### config.mk
export PLATFORM = sky130hd
export DESIGN_NAME = thresholding_cfg_axilite
export DESIGN_NICKNAME = d
export VERILOG_FILES = /design/src/rtl/thresholding_pkg.sv /design/src/rtl/thresholding_cfg_axilite.sv
export SDC_FILE = /design/constraint.sdc
export NUM_CORES = 1
export LEC_CHECK = 0
export BUFFER_PORTS_ARGS = -buffer_cell sky130_fd_sc_hd__clkbuf_2
export CORE_UTILIZATION = 41
export CTS_CLUSTER_SIZE = 10
export DETAILED_ROUTE_END_ITERATION = 10
export PLACE_DENSITY = 0.82
export SKIP_LAST_GASP = 1
export SYNTH_ARGS = -nofsm -noshare
export SYNTH_HDL_FRONTEND = slang
export SYNTH_SLANG_ARGS = --single-unit
### constraint.sdc
create_clock -name clk -period 2 [get_ports clk]
set_input_delay 0.3 -clock clk [delete_from_list [all_inputs] [get_ports clk]]
set_output_delay 0.3 -clock clk [all_outputs]
set_load 0.01 [all_outputs]
### src/rtl/thresholding_pkg.sv
// Shared definitions for the thresholding core configuration bridge:
// controller state encoding and the AXI response code.
package thresholding_pkg;

  typedef logic [2:0] cfg_state_e;

  localparam cfg_state_e IDLE     = 3'd0;
  localparam cfg_state_e WR_ISSUE = 3'd1;
  localparam cfg_state_e WR_RESP  = 3'd2;
  localparam cfg_state_e RD_ISSUE = 3'd3;
  localparam cfg_state_e RD_WAIT  = 3'd4;
  localparam cfg_state_e RD_RESP  = 3'd5;

  localparam logic [1:0] RESP_OKAY = 2'b00;

endpackage

### src/rtl/thresholding_cfg_axilite.sv
// AXI4-Lite slave that turns reads and writes into single-cycle threshold
// configuration ops on the core, one operation outstanding at a time.
module thresholding_cfg_axilite
  import thresholding_pkg::*;
#(
  parameter int N  = 4,
  parameter int K  = 16,
  parameter int C  = 1,
  parameter int PE = 1,
  localparam int CF        = C / PE,
  localparam int CFG_BITS  = $clog2(CF) + $clog2(PE) + N,
  localparam int ADDR_BITS = CFG_BITS + 2
) (
  input  logic                 clk,
  input  logic                 rst,
  input  logic                 s_axilite_awvalid,
  output logic                 s_axilite_awready,
  input  logic [ADDR_BITS-1:0] s_axilite_awaddr,
  input  logic                 s_axilite_wvalid,
  output logic                 s_axilite_wready,
  input  logic [31:0]          s_axilite_wdata,
  input  logic [3:0]           s_axilite_wstrb,
  output logic                 s_axilite_bvalid,
  input  logic                 s_axilite_bready,
  output logic [1:0]           s_axilite_bresp,
  input  logic                 s_axilite_arvalid,
  output logic                 s_axilite_arready,
  input  logic [ADDR_BITS-1:0] s_axilite_araddr,
  output logic                 s_axilite_rvalid,
  input  logic                 s_axilite_rready,
  output logic [31:0]          s_axilite_rdata,
  output logic [1:0]           s_axilite_rresp,
  output logic                 cfg_en,
  output logic                 cfg_we,
  output logic [CFG_BITS-1:0]  cfg_a,
  output logic [K-1:0]         cfg_d,
  input  logic                 cfg_rack,
  input  logic [K-1:0]         cfg_q
);

  cfg_state_e state;
  logic       last_was_write;
  logic       wr_cand;
  logic       rd_cand;
  logic       grant_wr;
  logic       grant_rd;
  logic       unused_bits;

  assign wr_cand = s_axilite_awvalid && s_axilite_wvalid;
  assign rd_cand = s_axilite_arvalid;

  // On a conflict the flag remembers which type won the previous conflict so the
  // other type goes next; lone requests win without touching it.
  assign grant_wr = (state == IDLE) && wr_cand && (!rd_cand || !last_was_write);
  assign grant_rd = (state == IDLE) && rd_cand && (!wr_cand || last_was_write);

  assign s_axilite_awready = grant_wr;
  assign s_axilite_wready  = grant_wr;
  assign s_axilite_arready = grant_rd;
  assign s_axilite_bvalid  = (state == WR_RESP);
  assign s_axilite_rvalid  = (state == RD_RESP);
  assign s_axilite_bresp   = RESP_OKAY;
  assign s_axilite_rresp   = RESP_OKAY;
  assign cfg_en            = (state == WR_ISSUE) || (state == RD_ISSUE);

  assign unused_bits = ^{s_axilite_wstrb, s_axilite_awaddr, s_axilite_araddr, s_axilite_wdata};

  always_ff @(posedge clk) begin
    if (rst) begin
      state           <= IDLE;
      last_was_write  <= 1'b0;
      cfg_we          <= 1'b0;
      cfg_a           <= '0;
      cfg_d           <= '0;
      s_axilite_rdata <= '0;
    end else begin
      case (state)
        IDLE: begin
          if (grant_wr) begin
            cfg_a  <= s_axilite_awaddr[ADDR_BITS-1:2];
            cfg_d  <= s_axilite_wdata[K-1:0];
            cfg_we <= 1'b1;
            state  <= WR_ISSUE;
            if (rd_cand) last_was_write <= 1'b1;
          end else if (grant_rd) begin
            cfg_a  <= s_axilite_araddr[ADDR_BITS-1:2];
            cfg_we <= 1'b0;
            state  <= RD_ISSUE;
            if (wr_cand) last_was_write <= 1'b0;
          end
        end
        WR_ISSUE: state <= WR_RESP;
        WR_RESP:  if (s_axilite_bready) state <= IDLE;
        RD_ISSUE: state <= RD_WAIT;
        // Racks outside this state belong to nothing we are waiting for.
        RD_WAIT: begin
          if (cfg_rack) begin
            s_axilite_rdata <= 32'(cfg_q);
            state           <= RD_RESP;
          end
        end
        RD_RESP:  if (s_axilite_rready) state <= IDLE;
        default:  state <= IDLE;
      endcase
    end
  end

endmodule
# Yosys cells after proc, flatten, opt, wreduce, memory -nomap -nowiden
# Index checks and enable logic that the tools add are counted.
[totals] n_memories=0 latch_bits=0 rom_bits=0 mem_bits_rw=0 inputBits=72 elab_cells=49 output_inout_bits=63 register_bits=41
[op_classes] reduce_logical=19 shift=0 order_cmp=0 n_addsub=0 div=0 n_eq_ne=10 bitwise_logic=0 mul=0 n_mux=14
[ops] op="3-bit case mux with 6 select lines" n=1
[ops] op="3-bit two-way mux" n=5
[ops] op="4-bit two-way mux" n=2
[ops] op="4-bit AND reduction" n=2
[ops] op="3-bit by 2-bit equality test with 1-bit output, second input constant" n=2
[ops] op="3-bit equality test, second input constant" n=2
[ops] op="1-bit two-way mux" n=6
[ops] op="2-bit by 1-bit inequality test with 1-bit output, second input constant" n=3
[ops] op="2-bit AND reduction" n=3
[ops] op="1-bit logical AND" n=5
[ops] op="2-bit nonzero test" n=2
[ops] op="3-bit by 1-bit equality test with 1-bit output, second input constant" n=1
[ops] op="1-bit zero test" n=3
[ops] op="3-bit zero test" n=1
[ops] op="1-bit logical OR" n=3
[ops] op="3-bit inequality test, second input constant" n=1
[ops] op="2-bit inequality test, second input constant" n=1

# Depth between registers and ports, before layout
[depth] word_depth=7 mapped_depth=5 depth_no_buf=3

# Least setup slack after synthesis
# Ideal clock, no wire load.
[synth_path] path_kind="register -> register" start="register state[1]" end="register last_was_write" path_stages_with_launch=6 path_buffers=2 slack_ns=0.454 period_less_slack_ns=1.546 required_ns=1.930 arrival_ns=1.475 setup_time_ns=0.070 path_cell_list="dfxtp_1 > buf_6 > or4b_1 > buf_2 > or3_1 > a21oi_1"
[synth_between] elab_chain_len=5 word_cells_on_any_way=10 cone_classes="1 x eq/ne; 1 x mux; 8 x reduce/logical"
[synth_rtl] element="from (decl)" line="thresholding_cfg_axilite.sv:41" rtl="cfg_state_e state;"
[synth_rtl] element="from (signal assigned)" line="thresholding_cfg_axilite.sv:70" rtl="state <= IDLE;"
[synth_rtl] element="from (signal assigned)" line="thresholding_cfg_axilite.sv:83" rtl="state <= WR_ISSUE;"
[synth_rtl] element="from (signal assigned)" line="thresholding_cfg_axilite.sv:88" rtl="state <= RD_ISSUE;"
[synth_rtl] element="3-bit zero test *" line="thresholding_cfg_axilite.sv:54, thresholding_cfg_axilite.sv:55, thresholding_cfg_axilite.sv:77"
[synth_rtl] element="1-bit logical AND, on equally long branches (2 in series)" line="thresholding_cfg_axilite.sv:54, thresholding_cfg_axilite.sv:55"
[synth_rtl] element="2-bit by 1-bit inequality test with 1-bit output (no source line) / 2-bit nonzero test (equally long branches)"
[synth_rtl] element="4-bit AND reduction (no source line)"
[synth_rtl] element="to (signal assigned)" line="thresholding_cfg_axilite.sv:71" rtl="last_was_write <= 1'b0;"
[synth_rtl] element="to (signal assigned)" line="thresholding_cfg_axilite.sv:84" rtl="if (rd_cand) last_was_write <= 1'b1;"
[synth_rtl] element="to (signal assigned)" line="thresholding_cfg_axilite.sv:89" rtl="if (wr_cand) last_was_write <= 1'b0;"
[synth_rtl] element="to (decl)" line="thresholding_cfg_axilite.sv:42" rtl="logic last_was_write;"
# Every way passes the cells marked *; elsewhere a longest branch is shown, timed or not.
# A chain may end at the register's enable or synchronous reset.

# Worst setup path in the final report
[layout_path] start="register state[0]" end="output port s_axilite_arready"
[layout_between] elab_chain_len=3
[layout_rtl] element="3-bit zero test" line="thresholding_cfg_axilite.sv:55" rtl="assign grant_rd = (state == IDLE) && rd_cand && (!wr_cand || last_was_write);"
[layout_rtl] element="1-bit logical AND (2 in series)" line="thresholding_cfg_axilite.sv:55"
[layout_rtl] element="to (decl)" line="thresholding_cfg_axilite.sv:27" rtl="output logic s_axilite_arready,"
# Every way passes these cells.

==> qor.yml <==
status: "finished clean"
p_sw_share_pct: 30.03
intPower_mw: 1.249
gp_congestion: 0.8751
ys_ff_latch: 41
hp-class: "in2reg"
fillers: 431
netlist-cell-type-count: 33
ant_nets: 0
grt.total_usage_pct: 19.33
drc_errors: 0
cts_buffer_depth: 2
finalNonFillerCells: 366
arrival_ns: 1.61
skew_ns: 0.006648
timing.final.ws_setup_ns: 0.08518
cts_setup_buffers: 0
cts.sinks: 41
area_growth_pct: 25.34
ir_worst_vdd_v: 0.0003509
cp_data_required_time_ns: 1.70
vias: 1891
worstPathMaxFanout: 8
htreeDepth: 2
routed_wl_um: 4734
period_share_pct: 95.74
fin_tns_setup_ns: 0
ctsHoldBuffers: 0
power.switching_uw: 535.7
antenna_found_initial: 0
io_buffer_count: 90
row_count: 24
powerDensity_nw_per_um2: 747.0
core_area_sq_um: 4414
grt_overflow: 0
leakagePower_nw: 1.054
ys.warnings.count: 0
ctsResizeCount: 0
slew_headroom_pct: 50.69
postLayoutCellArea_sq_um: 2389
fin_crit_ns: 1.915
dpl.cell_count: 358
nNetsFinal: 385
syn-cell-area_sq_um: 1906
die_area_sq_um: 4925
hpwlAfterDp_um: 3281
synth_cells: 233
p_comb_share_pct: 21.7
setup_viol: 0
hold_ws_ns: 0.2318
initial_core_util_pct: 43.17
first_global_vias: 1738
drtPass1Iterations: 4
antennaDiodeCount: 0
grt_max_degree: 27
path_class: "reg2out"
viasPerCell: 5.167
drt-initial-drc-count: 77
clk_pin_slew_ns: 0.08
place_area_sq_um: 2306
max_freq_mhz: 522.2
wl_per_cell_um: 12.93
seq_area_sq_um: 820.8
pwr-share-clk_pct: 28.6
chipHeight_um: 70.18
fp.dieW_um: 70.18
clock_latency_ns: 0.28
end_kind: "output port"
num_io_pins: 135
drive_gt1_share_pct: 34.39
timing.final.hold_violations: 0
maxSlewViolCount: 0
synth_seq_area_share_pct: 43.07
multi_input_area_sq_um: 898.4
tightestPinTransition_ns: 0.7396
rsz0062_at_grt: "false"
maxCapViolCount: 0
cts_buffers: 5
cts_tree: "built"
root_buffer: "clkbuf_8"
worstSetupStartpointType: "register"
avgSynthCellArea_sq_um: 8.178
pre_cts_ws_ns: 0.3301
grt_pass1_wl_um: 7693
power.share.sequential_pct: 49.7
-- layout make-up --
| cell class | count | area share [%] |
|---|---|---|
| clock inverter | 2 | 0.4191 |
| clock buffer | 6 | 3.038 |
| sequential | 41 | 34.36 |
| multi-input combinational | 165 | 37.61 |
| inverter | 1 | 0.1572 |
| tap | 52 | 2.724 |
| timing repair buffer | 99 | 21.69 |
-- cell usage in the layout (no fill, tap or decap), drive strengths merged --
cell / netlist / routed
clkinv: 0 / 2
nor4b: 1 / 1
a311oi: 4 / 4
nand2b: 1 / 1
a2111oi: 1 / 1
and4bb: 1 / 1
or3: 2 / 2
nand4bb: 1 / 1
nor3: 1 / 1
nand3b: 2 / 2
a211oi: 1 / 1
a21oi: 37 / 37
clkbuf: 19 / 96
nor3b: 1 / 1
nand3: 1 / 1
nand4: 20 / 20
nand2: 36 / 36
dfxtp: 41 / 41
o31ai: 16 / 16
and2: 2 / 2
nor2b: 1 / 1
o21a: 1 / 1
or4b: 1 / 1
inv: 1 / 1
o21ai: 7 / 7
conb: 1 / 20
nor4: 4 / 4
and3b: 2 / 2
nor2: 1 / 1
buf: 26 / 9
-- critical path, stage by stage, from the launching register on --
cell and delay (ns):
dfxtp_1 0.36, or4b_1 0.69, nor2_1 0.15, clkbuf_2 0.14
-- layer usage --
metal,share of wire (%),track usage (%),vias to the layer above
met2,49,33.01,80
li1,-,-,963
met3,6.1,6.061,6
met1,44,23.96,842
met5,0,0,-
met4,0.61,3.778,0
-- cell families after synthesis --
logic type	Yosys count	share of synthesized area [%]
flops	41	43.07
buf+inv	46	13.79
other cells	1	0.1968
simple gates	78	22.00
compound gates	67	20.95
-- cells in the mapped netlist (all sizes together) --
cell type   n  area share, %
nor3        1           0.26
and4bb      1           0.66
inv         1           0.20
a21oi      37            9.7
nor2b       1           0.33
nand2b      1           0.33
and2        2           0.66
nor4b       1           0.46
o21ai       7            1.8
nor3b       1           0.39
nand3b      2           0.79
clkbuf     19            3.7
buf        26            9.8
or3         2           0.66
dfxtp      41             43
a311oi      4            1.8
o21a        1           0.39
nand4      20            6.6
nand3       1           0.26
o31ai      16            6.3
a211oi      1           0.39
nand4bb     1           0.59
a2111oi     1           0.46
nor2        1           0.20
nand2      36            7.1
conb        1           0.20
and3b       2           0.92
or4b        1           0.53
nor4        4            1.3
-- final timing paths --
check	from	to	slack [ns]	cells past startpoint
hold / removal	cfg_q[2]	s_axilite_rdata[2]	0.23	3
setup reg to reg	state[0]	cfg_d[9]	0.37	3
hold reg to reg	s_axilite_rdata[14]	s_axilite_rdata[14]	0.46	2
setup / recovery	state[0]	s_axilite_arready	0.09	3
-- sequential cells by signal (all words and copies together) (netlist names) --
name and count:
state 3, s_axilite_rdata 16, last_was_write 1, cfg_a 4
cfg_we 1, cfg_d 16
-- per-stage QoR --
stage | power [mW] | util [%]
floorplan | 1.173 | -
global placement | 1.286 | 52.24
detailed placement | 1.294 | 52.24
CTS | 1.815 | 54.11
global route | 1.888 | 54.11
finish | 1.784 | 54.11
-- power groups by stage --
stage,Clock [mW],Combinational (mW),Sequential (mW)
2_1_floorplan,0,0.256,0.917
3_3_place_gp,0,0.382,0.904
3_5_place_dp,0,0.388,0.906
4_1_cts,0.538,0.390,0.887
5_1_grt,0.569,0.426,0.893
6_report,0.511,0.386,0.887
Note: power is estimated with default switching activity, not from simulation.
